**src/rtl/thermal_tx_scheduler.sv**
```systemverilog
`default_nettype none
// ============================================================================
// Module      : thermal_tx_scheduler
// Description : Slot-timed scheduler for a thermal covert-channel transmitter.
//               It sends a preamble, then the data byte MSB first, then an
//               optional parity slot, then a heater-off guard slot.
//               Define THERMAL_TX_PARITY_EN to add the even-parity slot.
// Revision    : 1.0 - initial release
// ============================================================================
module thermal_tx_scheduler #(
    parameter logic [31:0] SLOT_CYCLES  = 32'd720_000_000,
    parameter logic [31:0] GUARD_CYCLES = 32'd120_000_000,
    parameter int unsigned PRE_LEN      = 4,
    parameter logic [7:0]  PRE_PATTERN  = 8'b0000_1010
) (
    input  logic        clk,
    input  logic        reset,
    input  logic [7:0]  tx_data,
    input  logic        tx_valid,
    output logic        tx_ready,
    input  logic        abort,
    output logic        heater_en,
    output logic        slot_strobe,
    output logic        busy,
    output logic [3:0]  bit_index,
    output logic [15:0] frames_sent
);

    typedef enum logic [2:0] {
        ST_IDLE     = 3'd0,
        ST_PREAMBLE = 3'd1,
        ST_DATA     = 3'd2,
`ifdef THERMAL_TX_PARITY_EN
        ST_PARITY   = 3'd3,
`endif
        ST_GUARD    = 3'd4
    } state_t;

    localparam logic [31:0] c_slot_last  = SLOT_CYCLES - 32'd1;
    localparam logic [31:0] c_guard_last = GUARD_CYCLES - 32'd1;
    localparam logic [2:0]  c_pre_top    = 3'(PRE_LEN - 1);

    state_t      r_state;
    state_t      w_state_nx;
    logic [31:0] r_slot_cnt;
    logic [31:0] w_slot_cnt_nx;
    logic [3:0]  r_bit_index;
    logic [3:0]  w_bit_index_nx;
    logic [7:0]  r_byte;
    logic [7:0]  w_byte_nx;
    logic        r_heater;
    logic        w_heater_nx;
    logic [15:0] r_frames;
    logic [15:0] w_frames_nx;

    logic        w_busy;
    logic        w_slot_last;
    logic        w_accept;
    logic [2:0]  w_idx_dec;

    assign w_busy      = (r_state != ST_IDLE);
    assign w_slot_last = (r_state == ST_GUARD) ? (r_slot_cnt == c_guard_last)
                                               : (r_slot_cnt == c_slot_last);
    assign tx_ready    = (r_state == ST_IDLE) && !abort && !reset;
    assign w_accept    = tx_valid && tx_ready;
    assign w_idx_dec   = r_bit_index[2:0] - 3'd1;

    assign heater_en   = r_heater;
    assign slot_strobe = w_busy && w_slot_last;
    assign busy        = w_busy;
    assign bit_index   = r_bit_index;
    assign frames_sent = r_frames;

    always_ff @(posedge clk) begin
        if (reset) begin
            r_state     <= ST_IDLE;
            r_slot_cnt  <= 32'd0;
            r_bit_index <= 4'd0;
            r_byte      <= 8'd0;
            r_heater    <= 1'b0;
            r_frames    <= 16'd0;
        end else begin
            r_state     <= w_state_nx;
            r_slot_cnt  <= w_slot_cnt_nx;
            r_bit_index <= w_bit_index_nx;
            r_byte      <= w_byte_nx;
            r_heater    <= w_heater_nx;
            r_frames    <= w_frames_nx;
        end
    end

    // The heater register is loaded with the bit of the slot being entered,
    // so heater_en changes in the same cycle as the state.
    always_comb begin
        w_state_nx     = r_state;
        w_slot_cnt_nx  = r_slot_cnt;
        w_bit_index_nx = r_bit_index;
        w_byte_nx      = r_byte;
        w_heater_nx    = r_heater;
        w_frames_nx    = r_frames;

        if (w_busy) begin
            w_slot_cnt_nx = w_slot_last ? 32'd0 : r_slot_cnt + 32'd1;
        end

        case (r_state)
            ST_IDLE: begin
                if (w_accept) begin
                    w_byte_nx      = tx_data;
                    w_state_nx     = ST_PREAMBLE;
                    w_slot_cnt_nx  = 32'd0;
                    w_bit_index_nx = {1'b0, c_pre_top};
                    w_heater_nx    = PRE_PATTERN[c_pre_top];
                end
            end
            ST_PREAMBLE: begin
                if (w_slot_last) begin
                    if (r_bit_index == 4'd0) begin
                        w_state_nx     = ST_DATA;
                        w_bit_index_nx = 4'd7;
                        w_heater_nx    = r_byte[7];
                    end else begin
                        w_bit_index_nx = {1'b0, w_idx_dec};
                        w_heater_nx    = PRE_PATTERN[w_idx_dec];
                    end
                end
            end
            ST_DATA: begin
                if (w_slot_last) begin
                    if (r_bit_index == 4'd0) begin
`ifdef THERMAL_TX_PARITY_EN
                        w_state_nx     = ST_PARITY;
                        w_bit_index_nx = 4'd0;
                        w_heater_nx    = ^r_byte;
`else
                        w_state_nx     = ST_GUARD;
                        w_bit_index_nx = 4'd0;
                        w_heater_nx    = 1'b0;
`endif
                    end else begin
                        w_bit_index_nx = {1'b0, w_idx_dec};
                        w_heater_nx    = r_byte[w_idx_dec];
                    end
                end
            end
`ifdef THERMAL_TX_PARITY_EN
            ST_PARITY: begin
                if (w_slot_last) begin
                    w_state_nx     = ST_GUARD;
                    w_bit_index_nx = 4'd0;
                    w_heater_nx    = 1'b0;
                end
            end
`endif
            ST_GUARD: begin
                if (w_slot_last) begin
                    w_state_nx  = ST_IDLE;
                    w_frames_nx = r_frames + 16'd1;
                end
            end
            default: begin
                w_state_nx     = ST_IDLE;
                w_slot_cnt_nx  = 32'd0;
                w_bit_index_nx = 4'd0;
                w_heater_nx    = 1'b0;
            end
        endcase

        // Abort drops the frame outright; the frame counter is not advanced.
        if (abort && w_busy) begin
            w_state_nx     = ST_IDLE;
            w_slot_cnt_nx  = 32'd0;
            w_bit_index_nx = 4'd0;
            w_heater_nx    = 1'b0;
            w_frames_nx    = r_frames;
        end
    end

endmodule
`default_nettype wire
```
**config.mk**
```make
export PLATFORM = sky130hd
export DESIGN_NAME = thermal_tx_scheduler
export DESIGN_NICKNAME = d
export VERILOG_FILES = /design/src/rtl/thermal_tx_scheduler.sv
export SDC_FILE = /design/constraint.sdc
export NUM_CORES = 1
export LEC_CHECK = 0
export CAP_MARGIN = 30
export CORE_MARGIN = 3
export CORE_UTILIZATION = 35
export DETAILED_ROUTE_END_ITERATION = 16
export REMOVE_ABC_BUFFERS = 1
export SLEW_MARGIN = 10
export SYNTH_ARGS = -nofsm -noshare
export SYNTH_HDL_FRONTEND = slang
export SYNTH_SLANG_ARGS = --single-unit
export TNS_END_PERCENT = 100
```
**constraint.sdc**
```tcl
create_clock -name clk -period 3.7 [get_ports clk]
set_input_delay 0.555 -clock clk [delete_from_list [all_inputs] [get_ports clk]]
set_output_delay 0.555 -clock clk [all_outputs]
set_load 0.05 [all_outputs]
```
Yosys cells after proc, flatten, opt, wreduce, memory -nomap -nowiden
Memories as Yosys holds them, arrays and structs flattened.
Cells that the tools add are included.
{"block": "classes", "n_addsub": 3, "magnitude_cmp": 1, "n_eq_ne": 11, "mux": 27, "bitwise": 2, "reduce_logical": 16}
{"operator": "$mux W32", "count": 3}
{"operator": "$pmux W32 S2", "count": 1}
{"operator": "$add A32 B1 Y32 const B", "count": 1}
{"operator": "$eq A32 B27 Y1 const B", "count": 1}
{"operator": "$eq A32 B30 Y1 const B", "count": 1}
{"operator": "$mux W3", "count": 8}
{"operator": "$add A16 B1 Y16 const B", "count": 1}
{"operator": "$pmux W4 S4", "count": 1}
{"operator": "$mux W4", "count": 3}
{"operator": "$ne A2 B2 Y1 const B", "count": 6}
{"operator": "$pmux W3 S4", "count": 1}
{"operator": "$mux W1", "count": 8}
{"operator": "$reduce_and A6 Y1", "count": 1}
{"operator": "$logic_and A1 B1 Y1", "count": 5}
{"operator": "$logic_not A4 Y1", "count": 1}
{"operator": "$lt A3 B4 Y1 const B", "count": 1}
{"operator": "$pmux W1 S4", "count": 1}
{"operator": "$reduce_and A4 Y1", "count": 1}
{"operator": "$bmux W1 S3", "count": 1}
{"operator": "$eq A3 B1 Y1 const B", "count": 1}
{"operator": "$eq A3 B2 Y1 const B", "count": 1}
{"operator": "$eq A3 B3 Y1 const B", "count": 1}
{"operator": "$logic_not A3 Y1", "count": 1}
{"operator": "$reduce_and A3 Y1", "count": 1}
{"operator": "7 further kinds", "count": 9}
{"block": "totals", "register_bits": 64, "romBits": 8, "inputBits": 12, "out_inout_bits": 24, "word_cells": 67, "n_memories": 1}
{"memory": "(name not given)", "depth": 8, "word_bits": 1, "rd": 1, "rd_clocked_by_memory_dff": 0, "write_ports": 0, "line_no": "124", "source": "w_heater_nx = PRE_PATTERN[w_idx_dec];"}

Depth between registers and ports, before layout
Gate-level depths: netlist (run 1).
{"block": "logic_depth", "word_depth": 6, "ltp_mapped": 8, "mapped_depth_nobuf": 7}

Least setup slack after synthesis (run 1)
OpenSTA, ideal clock, no wires.
{"block": "synth_timing", "kind": "reg-to-output", "start": "register r_state[1]", "end": "output tx_ready", "t_arrival_ns": 2.386, "t_required_ns": 3.145, "slack_ns": 0.759, "stages_incl_launch_ff": 5, "n_path_buf": 1, "path_cell_list": "dfxtp_1 clkbuf_1 nor3_1 inv_2 nor3_1"}
{"block": "synth_via", "elab_chain_cells": 3}
{"item": "start, declared", "line_no": "43", "source": "state_t r_state;"}
{"item": "start signal, assigned", "line_no": "83", "source": "r_state <= w_state_nx;"}
{"item": "$logic_not A3 Y1", "line_no": "64", "source": "assign tx_ready = (r_state == ST_IDLE) && !abort && !reset;"}
{"item": "$logic_and A1 B1 Y1 (2 in a row)", "line_no": "64"}
{"item": "end, declared", "line_no": "20", "source": "output logic tx_ready,"}
Every way passes these cells.

Worst setup path after layout (run 1)
{"block": "layout_timing", "start": "register r_state[0]", "end": "output tx_ready"}
Same word-level chain as after synthesis.

==> results.cfg, run 1 <==
[power_and_ir_drop]
power.total_mw = 1.43
ir_drop_mv = 0.127
p_per_area_mw_per_mm2 = 357
power.leakage_nw = 1.21

[logic_synthesis]
yosys.area_share.simple_pct = 31.9
postSynthAreaPerCell_um2 = 8.26
synth_compound_area_share_pct = 11.9
async_flop_share_pct = 0
synth_top_family_by_area = simple AND/OR/NAND/NOR gates
synth-seq-area-share_pct = 37.2
synthMuxAreaShare_pct = 3.58
yosys_register_bits = 63
yosys_most_used_dff = dfxtp_1
ys_types = 57
ys.warnings.count = 0
synthAdderAreaFrac_pct = 1.48
synth-xor-area-share_pct = 9.05
syn_inst = 410
synth_edf_count = 0
netlist_area_mm2 = 0.00339

[final_layout]
multi_input_area_mm2 = 0.00197
antenna_cells = 0
drive_above_1_share_pct = 8.66
layout.nets = 453
area_growth_pct = 18.5
stdcell_area_mm2 = 0.00401
seqCellArea_mm2 = 0.00126
n_fill_cell = 936

[placed_design]
place_area_mm2 = 0.00384
place.gp.congestion = 0.819
hpwl_um = 5610
port_buffers = 34

[global_routing]
antenna_found_initial = 0
top_usage_layer = met2
grt_max_degree = 32
grt_pass1_wl_um = 13700
use_met3_pct = 2.98
grt_overflow = 0
grt_pass1_vias = 2883
met1_usage_pct = 19.8
met2_usage_pct = 24.3
grt_use_total_pct = 14.9

[timing]
finalCritPeriodShare_pct = 91.6
slew-limit-headroom_pct = 42.4
rsz0062_at_grt = no
finalHoldViolCount = 0
setup_viol = 0
period_minus_slack_ns = 3.39
skew_ns = 0.00876
worst_slew_pin_slew_ns = 0.858
setup-tns-final_ns = 0
fmax_mhz = 295
finalMaxSlewViolations = 0

[setup_path]
r2r_slack_ns = 1.02
worstRegToRegCells = 5
path_max_fanout = 14
cp-end-kind = output pin
required_ns = 3.14
rr_endpoint = frames_sent[14]
critPathKind = register to output pin
crit_path_start_kind = register
r2r_start = r_slot_cnt[15]
cp.arrival_ns = 2.83

[drt]
ant_nets = 0
drt-total-wl_um = 8000
route.vias.total = 3041
initialDrtViolationCount = 110
dr.pass1.iters = 4
vias_per_cell = 5.35
drc = 0
wl_per_cell_um = 14.1

[worst_hold_path]
hold_path_class = register to register
hp-start = r_byte[6]
holdPathEnd = r_byte[6]
min_path_cells = 2

[clock_network]
h-tree-depth = 3
cts_root_buf = clkbuf_8
cts_tree = built
cts_buffers = 9
clkSlewWorstSetupHoldPaths_ns = 0.07
clockBufferDepth = 2
clk_latency_ns = 0.33
clock_sinks = 63

[die]
core_mm2 = 0.00933
die_h_um = 104
io_pins = 36
die-area_mm2 = 0.0109
start_util_pct = 36.3
std_cell_rows = 35
die_w_um = 104

[run_status]
status = finished, final reports clean

[job]
drv_cap = 0
[layout make-up]
class	instances	share of cell area [%]
tap	129	4.02
sequential	63	31.4
multi-input combinational	306	49.1
clock buffer	12	4.11
inverter	16	1.50
timing repair buffer	41	9.73
clock inverter	1	0.125
[cells by family (layout without fill, tap and decap cells)]
kind of cell,count (synthesis),count (layout)
adders and majority gates,4,4
other,1,1
DFF,63,63
muxes,7,7
buffers and inverters,41,70
xor gates and xnor gates,35,35
and+or+nand+nor,195,195
AOI/OAI and AO/OA,64,64
[how the worst max path moves through the flow]
stage	from	to	slack, ns	cells past startpoint
2_1_floorplan	abort	r_slot_cnt[0]	0.10	4
3_3_place_gp	r_state[2]	slot_strobe	0.61	5
3_5_place_dp	r_state[2]	slot_strobe	0.57	5
4_1_cts	r_state[2]	slot_strobe	0.19	5
5_1_grt	r_state[0]	tx_ready	0.13	5
6_report	r_state[0]	tx_ready	0.31	5
[power breakdown]
| group | internal [mW] | switching (mW) | leakage (nW) |
|---|---|---|---|
| registers | 0.689 | 0.00970 | 0.509 |
| clock network | 0.286 | 0.253 | 0.0902 |
| logic | 0.0712 | 0.122 | 0.613 |
[critical path, cell delays in order, from the launching register on]
cell,delay [ns]
dfxtp_1,0.32
buf_4,0.18
nor3_1,0.72
inv_2,0.25
nor3_1,0.20
clkdlybuf4s50_1,0.83
[synthesized netlist by cell type (all sizes together) (9+ instances only)]
cell type,instances,share of area (%)
a21oi,26,3.8
clkbuf,22,2.5
dfxtp,63,37
inv,16,1.8
nand2,33,3.7
nand3,22,3.2
nand4,13,2.4
nor2,18,2.0
nor3,47,6.9
nor4,9,1.7
o21ai,14,2.1
or3,10,1.9
xnor2,28,7.2
[stage by stage]
| stage | worst slack (ns) | hold slack, ns | cells | utilization [%] |
|---|---|---|---|---|
| after floorplan | 0.101 | 0.437 | 385 | - |
| after global placement | 0.615 | 0.457 | 555 | 41.2 |
| after detailed placement | 0.573 | 0.458 | 555 | 41.2 |
| after CTS | 0.190 | 0.468 | 568 | 43.0 |
| after global routing | 0.134 | 0.493 | 568 | 43.0 |
| final | 0.312 | 0.469 | 568 | 43.0 |
[cells in the final DEF, fill, tap and decap left out, types with 6 or more instances in the layout]
cell	n
clkbuf_8	12
nor3_1	47
buf_4	7
nor2_1	18
a211oi_1	6
nor2b_1	6
clkdlybuf4s50_1	32
nor4_1	9
dfxtp_1	63
a21oi_1	26
or3_1	9
nand4_1	13
xor2_1	7
xnor2_1	28
nand2_1	33
o21ai_0	14
inv_1	15
nand3_1	22
[layer usage]
metal  part of all wire [%]  up-vias
li1                       -     1549
met1                     49     1440
met2                     47       44
met3                    2.9        8
met4                   0.94        0
met5                      0        -
[sequential cells by signal, summed over array words and instances, names as in the netlist]
signal and flops:
r_slot_cnt 32, frames_sent 16, r_byte 8, bit_index 3
r_state 3, heater_en 1
[repair_timing]
action                                  CTS  global route
setup buffers                             0             0
endpoints found under the setup margin    0             1
resized for setup                         0             1
hold buffers                              0             0
Power figures use the tool's default switching activity.
==> run 2: changes to the inputs <==
--- a/config.mk
+++ b/config.mk
@@ -5,13 +5,15 @@
 export SDC_FILE = /design/constraint.sdc
 export NUM_CORES = 1
 export LEC_CHECK = 0
+export ABC_AREA = 1
 export CAP_MARGIN = 30
 export CORE_MARGIN = 3
 export CORE_UTILIZATION = 35
 export DETAILED_ROUTE_END_ITERATION = 16
+export GPL_TIMING_DRIVEN = 0
 export REMOVE_ABC_BUFFERS = 1
 export SLEW_MARGIN = 10
 export SYNTH_ARGS = -nofsm -noshare
 export SYNTH_HDL_FRONTEND = slang
 export SYNTH_SLANG_ARGS = --single-unit
-export TNS_END_PERCENT = 100
+export TNS_END_PERCENT = 20
==> results.cfg, run 2 <==
[power_and_ir_drop]
p_per_area_mw_per_mm2 = 475
power.leakage_nw = 1.55
ir_drop_mv = 0.274

[placed_design]
hpwl_um = 6200
place.gp.congestion = 0.878
port_buffers = 34

[clock_network]
post-cts-setup-buffer-count = 0
cts_tree = built
clock_sinks = 63
hold_buffers = 0
cts_buffers = 9
h-tree-depth = 3
cts_root_buf = clkbuf_8
clkSlewWorstSetupHoldPaths_ns = 0.07
cts-resized-gates = 0
clk_latency_ns = 0.34
clockBufferDepth = 2

[final_layout]
drive_above_1_share_pct = 12.4
largest_register = r_slot_cnt
final_util_pct = 43.4
final_common_cell = nand2_1
most-common-layout-cells = nand2_1, nor2_1, dfxtp_1, inv_1, nand3_1
antenna_cells = 0
n_fill_cell = 1062
layout.nets = 575
largest_reg_flops = 32
area_growth_pct = 17.7

[die]
die-area_mm2 = 0.0118
core_mm2 = 0.0100
die_h_um = 109
io_pins = 36
start_util_pct = 36.9
die_w_um = 109
std_cell_rows = 36

[global_routing]
grt_pass1_vias = 3198
antenna_found_initial = 0
grt_pass1_wl_um = 14600
grt_max_degree = 21
grt_overflow = 0
grt_use_total_pct = 15.2

[setup_path]
r2r_slack_ns = 0.97
cp.arrival_ns = 2.86
setup.worst_path.end = slot_strobe
crit_path_start = r_state[0]
path_max_fanout = 20
worstRegToRegCells = 8
cp-end-kind = output pin
required_ns = 3.14
rr_endpoint = r_slot_cnt[25]
r2r_start = r_state[0]
critPathKind = register to output pin
crit_path_start_kind = register

[timing]
setup-tns-final_ns = 0
setup_viol = 0
finalMaxSlewViolations = 0
fmax_mhz = 293
slew-limit-headroom_pct = 36.7
rsz0062_at_grt = no
worst_slew_pin_slew_ns = 0.947
finalCritPeriodShare_pct = 92.2
period_minus_slack_ns = 3.41
skew_ns = 0.00968
finalHoldViolCount = 0

[logic_synthesis]
synth_edf_count = 0
synthTopCellsByCount = nand2_1, nor2_1, dfxtp_1
ys_types = 38
yosysMostFrequentCell = nand2_1
syn_inst = 528
ys.warnings.count = 0
synth-seq-area-share_pct = 34.2
synth_top_area_share_pct = 34.2
async_flop_share_pct = 0
yosys_register_bits = 63
yosys.area.top_type = dfxtp_1
synth_area_leaders = dfxtp_1, nand2_1, nor2_1, xor2_1, inv_1
netlist_area_mm2 = 0.00369
postSynthAreaPerCell_um2 = 6.99
yosys_most_used_dff = dfxtp_1

[drt]
wl_per_cell_um = 12.2
drt-total-wl_um = 8530
dr.pass1.iters = 4
drc = 0
route.vias.total = 3454
vias_per_cell = 4.96
ant_nets = 0
initialDrtViolationCount = 192

[job]
drv_cap = 0

[worst_hold_path]
hold_path_class = register to register

[run_status]
status = finished, final reports clean
## run 2: changes by cell type after synthesis, sizes merged, moves of 15 or more
cell	delta
inv	+45
xnor2	-22
nor3	-24
nand2	+76
xor2	+19
nor2	+78
nand3	+16
nand4	+15
clkbuf	-20
## run 2: cell type report
class / count / area (µm²) / share of cell area (%)
Multi-Input combinational cell: 389 / 2090 / 48.0
Inverter: 61 / 229 / 5.27
Tap cell: 133 / 166 / 3.83
Timing Repair Buffer: 35 / 355 / 8.18
Sequential cell: 63 / 1260 / 29.0
Clock inverter: 6 / 108 / 2.48
Clock buffer: 10 / 138 / 3.17
## run 2: worst min path at each step
| stage | from | depth (start not counted) | end | slack [ns] |
|---|---|---|---|---|
| 6_report | r_byte[7] | 2 | r_byte[7] | 0.47 |
| 5_1_grt | r_byte[7] | 2 | r_byte[7] | 0.50 |
| 4_1_cts | r_byte[7] | 2 | r_byte[7] | 0.48 |
| 3_5_place_dp | r_byte[7] | 2 | r_byte[7] | 0.47 |
| 3_3_place_gp | r_byte[5] | 2 | r_byte[5] | 0.46 |
| 2_1_floorplan | r_byte[7] | 2 | r_byte[7] | 0.44 |
## run 2: cells by family (layout without fill, tap and decap cells)
logic type | Yosys count | in the layout | share of synthesized area [%]
and+or+nand+nor | 299 | 299 | 38.7
buffers and inverters | 76 | 112 | 9.26
DFF | 63 | 63 | 34.2
AOI/OAI and AO/OA | 53 | 53 | 8.75
xor gates and xnor gates | 32 | 32 | 7.60
adders and majority gates | 4 | 4 | 1.36
other | 1 | 1 | 0.102
## run 2: routing by layer
metal	up-vias	global-route usage [%]	routed length [µm]
li1	1770	-	-
met1	1605	20.4	4150
met2	72	24.2	3850
met3	7	4.26	455
met4	0	3.70	80
met5	-	0	0
## run 2: power breakdown
group / internal [mW] / leakage, nW / switching (mW)
sequential: 0.713 / 0.509 / 0.0314
clock: 0.463 / 0.122 / 0.273
combinational: 0.180 / 0.921 / 0.400
## run 2: through the flow
stage	hold slack, ns	worst slack [ns]	area, µm²	cells	power, mW
floorplan	0.439	0.939	3580	513	1.17
global placement	0.461	0.0165	4080	680	1.32
detailed placement	0.469	0.319	4100	681	1.34
CTS	0.480	0.272	4340	697	2.09
global route	0.504	0.100	4340	697	2.18
finish	0.471	0.289	4340	697	2.06
## run 2: critical path: stages (launching register included)
cell and delay (ns):
dfxtp_1 0.35, nor2_4 0.20, nand2_4 0.12, inv_2 0.10, nand3_1 0.07, nand2_1 0.61
nand2_1 0.11, nor2_1 0.13, clkdlybuf4s50_1 0.82
==> run 3: changes to the inputs <==
--- a/config.mk
+++ b/config.mk
@@ -7,7 +7,7 @@
 export LEC_CHECK = 0
 export ABC_AREA = 1
 export CAP_MARGIN = 30
-export CORE_MARGIN = 3
+export CORE_MARGIN = 2
 export CORE_UTILIZATION = 35
 export DETAILED_ROUTE_END_ITERATION = 16
 export GPL_TIMING_DRIVEN = 0
==> results.cfg, run 3 (synthesized netlist as in run 2, its figures left out) <==
[drt]
initialDrtViolationCount = 186
vias_per_cell = 4.84
drt-total-wl_um = 8330
drc = 0
wl_per_cell_um = 11.9
route.vias.total = 3391
dr.pass1.iters = 4
ant_nets = 0

[setup_path]
worstRegToRegCells = 8
crit_path_start_kind = register
cp.arrival_ns = 2.82
r2r_start = r_state[0]
critPathKind = register to output pin
crit_path_start = r_state[0]
path_max_fanout = 20
crit_top_cell = nand2_1
crit_chain = nor2_4, nand2_4, inv_2, nand3_1, nand2_1, nand2_1, nor2_1, clkdlybuf4s50_1
setup.worst_path.end = slot_strobe
rr_endpoint = r_slot_cnt[25]
cp-end-kind = output pin
max_stage_delay_ns = 0.84
required_ns = 3.14
r2r_slack_ns = 0.98
crit_slowest_cell = clkdlybuf4s50_1

[final_layout]
multi_input_area_mm2 = 0.00209
drive_above_1_share_pct = 12.1
area_growth_pct = 15.7
stdcell_area_mm2 = 0.00427
final_common_cell = nand2_1
antenna_cells = 0
largest_reg_flops = 32
n_fill_cell = 1094
layout.nets = 575
largest_register = r_slot_cnt
most-common-layout-cells = nand2_1, nor2_1, dfxtp_1, inv_1, nand3_1
seqCellArea_mm2 = 0.00126
final_util_pct = 41.5

[timing]
finalHoldViolCount = 0
worst_slew_pin_slew_ns = 0.920
skew_ns = 0.0112
finalCritPeriodShare_pct = 91.1
rsz0062_at_grt = no
finalMaxSlewViolations = 0
period_minus_slack_ns = 3.37
slew-limit-headroom_pct = 38.5
fmax_mhz = 297
setup-tns-final_ns = 0
setup_viol = 0

[worst_hold_path]
hold_path_class = register to register

[power_and_ir_drop]
power.total_mw = 1.83
p_per_area_mw_per_mm2 = 429
ir_drop_mv = 0.210
power.leakage_nw = 1.51

[die]
core_mm2 = 0.0103
start_util_pct = 35.9
die_h_um = 107
die_w_um = 107
std_cell_rows = 37
die-area_mm2 = 0.0114
io_pins = 36

[clock_network]
clock_sinks = 63
cts_tree = built
h-tree-depth = 3
hold_buffers = 0
clockBufferDepth = 2
cts_root_buf = clkbuf_8
cts-resized-gates = 0
post-cts-setup-buffer-count = 0
clk_latency_ns = 0.34
clkSlewWorstSetupHoldPaths_ns = 0.07
cts_buffers = 9

[global_routing]
grt_pass1_vias = 3178
grt_max_degree = 21
grt_overflow = 0
antenna_found_initial = 0
grt_pass1_wl_um = 14500
grt_use_total_pct = 15.6

[placed_design]
place_area_mm2 = 0.00410
port_buffers = 34
place.gp.congestion = 0.910
hpwl_um = 6110

[job]
drv_cap = 0

[run_status]
status = finished, final reports clean
## run 3: cell count changes in the layout (fill, tap and decap cells not counted)
cell,previous run,this run
bufinv_16,3,0
clkbuf_1,0,2
clkinv_4,0,2
clkbuf_8,10,9
## run 3: worst min-delay path by stage
stage	end	from	cells past startpoint	slack, ns
2_1_floorplan	r_byte[7]	r_byte[7]	2	0.44
5_1_grt	r_byte[7]	r_byte[7]	2	0.50
6_report	r_byte[7]	r_byte[7]	2	0.47
4_1_cts	r_byte[7]	r_byte[7]	2	0.48
3_3_place_gp	r_byte[7]	r_byte[7]	2	0.46
3_5_place_dp	r_byte[7]	r_byte[7]	2	0.47
## run 3: routing by layer
layer | share of wire [%] | wire length [µm] | vias to the layer above | GRT usage (%)
li1 | - | - | 1771 | -
met1 | 50 | 4160 | 1545 | 21.7
met2 | 45 | 3740 | 66 | 23.9
met3 | 4.2 | 350 | 9 | 3.77
met4 | 0.96 | 80 | 0 | 4.64
met5 | 0 | 0 | - | 0
## run 3: final cells by class
cell class                 count  share of cell area (%)
clock inverter                 5                   0.821
multi-input combinational    389                    48.9
clock buffer                  11                    3.08
timing repair buffer          35                    8.33
inverter                      61                    5.37
sequential                    63                    29.6
tap                          136                    3.99
## run 3: stage by stage
stage / hold WS, ns / instances / setup slack (ns)
after floorplan: 0.439 / 513 / 0.939
after global placement: 0.463 / 683 / 0.0310
after detailed placement: 0.473 / 684 / 0.205
after CTS: 0.484 / 700 / 0.318
after global routing: 0.497 / 700 / 0.105
final: 0.474 / 700 / 0.329
## run 3: power by group
part / switching [mW] / leakage, nW / internal, mW
logic: 0.393 / 0.921 / 0.180
clock network: 0.271 / 0.0833 / 0.243
registers: 0.0322 / 0.509 / 0.713
total: 0.696 / 1.51 / 1.14
## run 3: worst max-delay path, delay by kind of cell (launching register included)
| family | cells | cell delay (ns) |
|---|---|---|
| and+or+nand+nor | 6 | 1.19 |
| DFF | 1 | 0.35 |
| buffers and inverters | 2 | 0.94 |
